### src/rtl/top_1_if.sv
// Data bus for the registered population counter:
// the producer drives the word, the counter returns its bit count.
interface top_1_if #(
  parameter int WIDTH = 7,
  parameter int OUT_W = 3
);
  logic [WIDTH-1:0] in;
  logic [OUT_W-1:0] out;

  modport master (
    output in,
    input  out
  );

  modport slave (
    input  in,
    output out
  );
endinterface

### src/rtl/top_1.sv
// Registered 7-bit population counter built from a 3:2 compressor tree,
// with one output register and synchronous active-low reset.
module top_1 #(
  parameter int WIDTH = 7,
  parameter int OUT_W = 3
) (
  input  logic   clk,
  input  logic   rst_n,
  top_1_if.slave bus
);

  // {carry, sum} of a single-bit full adder
  function automatic logic [1:0] fa(
    input logic a,
    input logic b,
    input logic c
  );
    logic s;
    logic co;
    s  = a ^ b ^ c;
    co = (a & b) | (a & c) | (b & c);
    return {co, s};
  endfunction

  logic [OUT_W-1:0] cnt_d;
  logic [OUT_W-1:0] cnt_q;

  logic s0;
  logic c0;
  logic s1;
  logic c1;
  logic s2;
  logic c2;
  logic s3;
  logic c3;

  // Weight-1 column: two triplets plus in[6] as carry-in.
  // Weight-2 column: the three carries compress to bits [1] and [2].
  always_comb begin
    {c0, s0} = fa(bus.in[0], bus.in[1], bus.in[2]);
    {c1, s1} = fa(bus.in[3], bus.in[4], bus.in[5]);
    {c2, s2} = fa(s0, s1, bus.in[6]);
    {c3, s3} = fa(c0, c1, c2);
    cnt_d    = {c3, s3, s2};
  end

  always_ff @(posedge clk) begin
    if (!rst_n) begin
      cnt_q <= '0;
    end else begin
      cnt_q <= cnt_d;
    end
  end

  assign bus.out = cnt_q;

endmodule

### src/flat_wrapper.sv
// flat-port wrapper written by rule: the top's interface ports become plain ports
module top_1_flat 
#(
  parameter int WIDTH = 7,
  parameter int OUT_W = 3
)
  (clk, rst_n, bus_in, bus_out);
  top_1_if #(.WIDTH(WIDTH), .OUT_W(OUT_W)) bus_i ();
  input  logic clk;
  input  logic rst_n;
  input wire logic [$bits(bus_i.in)-1:0] bus_in;
  output wire logic [$bits(bus_i.out)-1:0] bus_out;
  assign bus_i.in = bus_in;
  assign bus_out = bus_i.out;
  top_1 #(.WIDTH(WIDTH), .OUT_W(OUT_W)) u_core (.clk(clk), .rst_n(rst_n), .bus(bus_i));
endmodule
### config.mk
export PLATFORM = sky130hd
export DESIGN_NAME = top_1_flat
export DESIGN_NICKNAME = d
export VERILOG_FILES = /design/src/rtl/top_1_if.sv /design/src/rtl/top_1.sv /design/src/flat_wrapper.sv
export SDC_FILE = /design/constraint.sdc
export NUM_CORES = 1
export LEC_CHECK = 0
export CORE_AREA = 8 8 45 47
export CTS_CLUSTER_DIAMETER = 40
export DETAILED_ROUTE_END_ITERATION = 12
export DIE_AREA = 0 0 53 55
export GPL_ROUTABILITY_DRIVEN = 0
export PLACE_DENSITY = 0.46
export SETUP_SLACK_MARGIN = 0.05
export SYNTH_ARGS = -nofsm -noshare
export SYNTH_HDL_FRONTEND = slang
export SYNTH_SLANG_ARGS = --single-unit
### constraint.sdc
create_clock -name clk -period 3.6 [get_ports clk]
set_clock_uncertainty 0.2 [all_clocks]
set_input_delay 0.72 -clock clk [delete_from_list [all_inputs] [get_ports clk]]
set_output_delay 0.72 -clock clk [all_outputs]
set_load 0.02 [all_outputs]
Word level (Yosys, flattened, before mapping)
Cells that the tools add are included.
Storage, ports and cells
  word-level logic and storage cells: 29
  bits in registers: 3
  output and inout bits: 3
  input port bits: 9
Operators by class
  bitwise operators: 28
Operators by type and width (number)
  $and A1 B1 Y1: 12
  $or A1 B1 Y1: 8
  $xor A1 B1 Y1: 8

Depth between registers and ports, before layout
Gate-level depths: netlist of run 1.
  word-level depth: 8
  mapped depth: 6

Worst setup path before layout of run 1
OpenSTA, ideal clock, no wires.
  path type: input to register
  start: in bus_in[0]
  end: reg u_core.cnt_q[1], in the netlist u_core.bus.out[1]
  arrival: 2234 ps
  path buffers: 0
  cell stages on the path: 6
  data required time: 3285 ps
  setup time: 115 ps
  setup slack: 1051 ps
  cell sequence: inv_1 > fa_1 > fa_1 > inv_1 > fa_1 > and2_1
Between the ends
  word-level cells in the longest chain between the ends: 6
  elaborated cells on any way between the ends: 12
  those cells by class: bitwise: 12
RTL lines
  start, declared: RTL line flat_wrapper.sv:11  | input wire logic [$bits(bus_i.in)-1:0] bus_in;
  $xor A1 B1 Y1 (2 in series): RTL line top_1.sv:20  | s = a ^ b ^ c;
  $and A1 B1 Y1: RTL line top_1.sv:21  | co = (a & b) | (a & c) | (b & c);
  $or A1 B1 Y1 (2 in series): RTL line top_1.sv:21
  $xor A1 B1 Y1 *: RTL line top_1.sv:20
  via u_core.s3: RTL line top_1.sv:34  | logic s3;
  end signal, assigned: RTL line top_1.sv:51  | cnt_q <= cnt_d;
  end, declared: RTL line top_1.sv:26  | logic [OUT_W-1:0] cnt_q;
The timed path passes the listed nets; every way through them passes the cells marked *.
A chain may end at the register's enable or synchronous reset.

Worst setup path after layout of run 1
Ends and elaborated chain as after synthesis.

==> results.cfg, run 1 <==
[status]
outcome = completed

[die]
die_width_um = 53
start_util_pct = 13.9
core_area_sq_um = 1380
rows = 14
top_level_ports = 12
die_h_um = 55
die_area_sq_um = 2920

[worst_setup_path]
dominant_delay_contributor_by_cell_family_on_the_critical_path = adder cells
cp.required_ps = 3520
worst-path-buf-inv = 3
worst_path_cell_with_the_longest_stage_delay = fa_1
path_common_cell = fa_1
path_cells = clkdlybuf4s50_1, inv_1, fa_1, fa_1, inv_1, fa_1, and2_1
timing.critical_path.slowest_cell_delay_ps = 510
crit_path_max_fanout = 1
endpoint_kind = flip-flop
timing.critical_path.arrival_ps = 2760
worst_setup_path_start_kind = primary input
worst-setup-path-type = primary input to flip-flop

[global_route]
groute.usage.overall_pct = 4.22
grt_antenna_before_repair = 0
grt_max_degree = 4
grt_pass1_vias = 187
grt-ovfl-total = 0
grt_first_pass_wirelength_um = 731

[timing]
final_setup_violation_count = 0
timing_worst_slew_pin_value_ps = 218
timing.final.max_slew_violations = 0
report.final.hold_viol_count = 0
period_needed_ps = 2840
grt_setup_unrepaired = false
worst_hold_check_slack_ps = 910
fmax_ghz = 0.352
max_slew_margin_pct = 85.4
layout_worst_path_cycle_share_pct = 79.0
setup_tns_ps = 0

[pwr]
leakage_nw = 0.161
peakVddDrop_v = 0.000107
power_mw = 0.152
power_per_cell_area_nw_per_um2 = 434

[yosys]
yosys.cell_types.count = 5
share_of_the_synthesized_area_in_compound_gates_ao_oa_aoi_oai_pct = 0
synth_fa_ha_area_share_pct = 41.6
seq_area_frac_synth_pct = 31.2
yosys-mux-area-fraction_pct = 0
synth_top_family_by_area = adder cells
xor_xnor_share_of_the_synthesized_area_pct = 0
post_synth.cell_area_avg_sq_um = 11.3
mappedNetlistArea_sq_um = 193
post_synth_and_or_nand_nor_area_fraction_pct = 13.6
synthesis.nets = 30
synthCells = 17
synth.yosys.warnings = 0
synth_seq_cells = 3

[drt]
route.detailed.drc = 0
drtPass1Iterations = 1
wl_met3_um = 93
route.layer.met1.wl_um = 172
routed_wirelength_um = 441
num_vias = 157
routedWlPerCell_um = 9.19
topRoutingLayerUsed = met3
detail_route.iter0.violations = 0
routed_via_density = 3.27
ant_nets = 0
met2_length_um = 175

[flow_run]
maxCapViolations = 0

[cells_and_area]
antenna_cells_inserted = 0
design_area_sq_um = 349
design.final.nets = 46
syn2layout_area_growth_pct = 81.2
largest_register_ffs = 3
drive_gt1_share_pct = 12.5

[clocking]
clock-sinks = 3
cts.path.max_buffers = 2
h-tree-depth = 1
clkSlewWorstSetupHoldPaths_ps = 40
cts_root_buffer = clkbuf_4
cts-resized-gates = 0
hold_buffers = 0
cts_tree = yes
numCtsBuffers = 3
cts_post_setup_buffers_inserted = 0

[placement]
place_area_sq_um = 323
place.detailed.hpwl_um = 373
numPortBuffers = 11

[worst_hold_path]
min_path_type = primary input to flip-flop
[cells in the final DEF (no fill, tap or decap)]
| cell type | n |
|---|---|
| inv_1 | 7 |
| and2_1 | 2 |
| clkbuf_1 | 1 |
| nor2b_4 | 1 |
| clkdlybuf4s50_1 | 11 |
| dfxtp_1 | 3 |
| fa_1 | 4 |
| clkbuf_4 | 3 |
[through the flow]
step	setup WS [ps]	utilization, %	instances
6_report	757	25.2	48
3_5_place_dp	524	23.3	44
2_1_floorplan	1050	-	17
5_1_grt	696	25.2	48
4_1_cts	742	25.2	48
3_3_place_gp	561	23.3	44
[synthesized netlist by cell type (all sizes together)]
master / count / share of area [%]
dfxtp: 3 / 31
fa: 4 / 42
inv: 7 / 14
nor2b: 1 / 7.1
and2: 2 / 6.5
[cell type report]
cell class	count	area, sq um
multi-input combinational	7	106
clock buffer	4	26.3
sequential	3	60.1
tap	16	20.0
timing repair buffer	11	110
inverter	7	26.3
fill	147	1030
[logic make-up (layout without fill, tap and decap cells)]
logic type | after synthesis | count (layout)
fa+ha+maj | 4 | 4
buf+inv | 7 | 22
simple gates | 3 | 3
flops | 3 | 3
[power breakdown]
part	switching [mW]	leakage (nW)	internal, mW	total [mW]
clock	0.0173	0.0150	0.0415	0.0588
sequential	0.00128	0.0250	0.0393	0.0406
combinational	0.0229	0.121	0.0292	0.0521
total	0.0415	0.161	0.110	0.152
[final timing paths]
kind	start	slack (ps)	to	cells past startpoint
hold / removal	rst_n	910	u_core.bus.out[0]$_SDFF_PN0_	2
setup / recovery	bus_in[0]	760	u_core.bus.out[1]$_SDFF_PN0_	7
[routing by layer]
layer / global-route usage [%] / vias up
met2: 4.69 / 11
li1: - / 74
met4: 6.47 / 0
met1: 3.22 / 72
met5: 0 / -
met3: 4.55 / 0
No activity file was read; power rests on OpenSTA's default activity.
==> run 2: changes to the inputs <==
Clock period 3.6 ns to 2.85 ns, I/O delays scaled along.
==> results of run 2 <==
The final DEF is identical to that of run 1. Status: completed.
Among the figures that moved: setup slack after placement 524 ps -> -75.8 ps; setup slack after layout 757 ps -> 157 ps; hold slack 910 ps -> 760 ps; total power 0.152 mW -> 0.191 mW; worst IR drop on VDD 0.000107 V -> 0.000135 V
==> run 3: changes to the inputs <==
Settings changed: GPL_TIMING_DRIVEN from default to 0.
==> results of run 3 <==
The final DEF is identical to that of run 1. Status: completed.
Among the figures that moved: setup slack after placement 524 ps -> -75.8 ps; setup slack after layout 757 ps -> 157 ps; hold slack 910 ps -> 760 ps; total power 0.152 mW -> 0.191 mW; worst IR drop on VDD 0.000107 V -> 0.000135 V
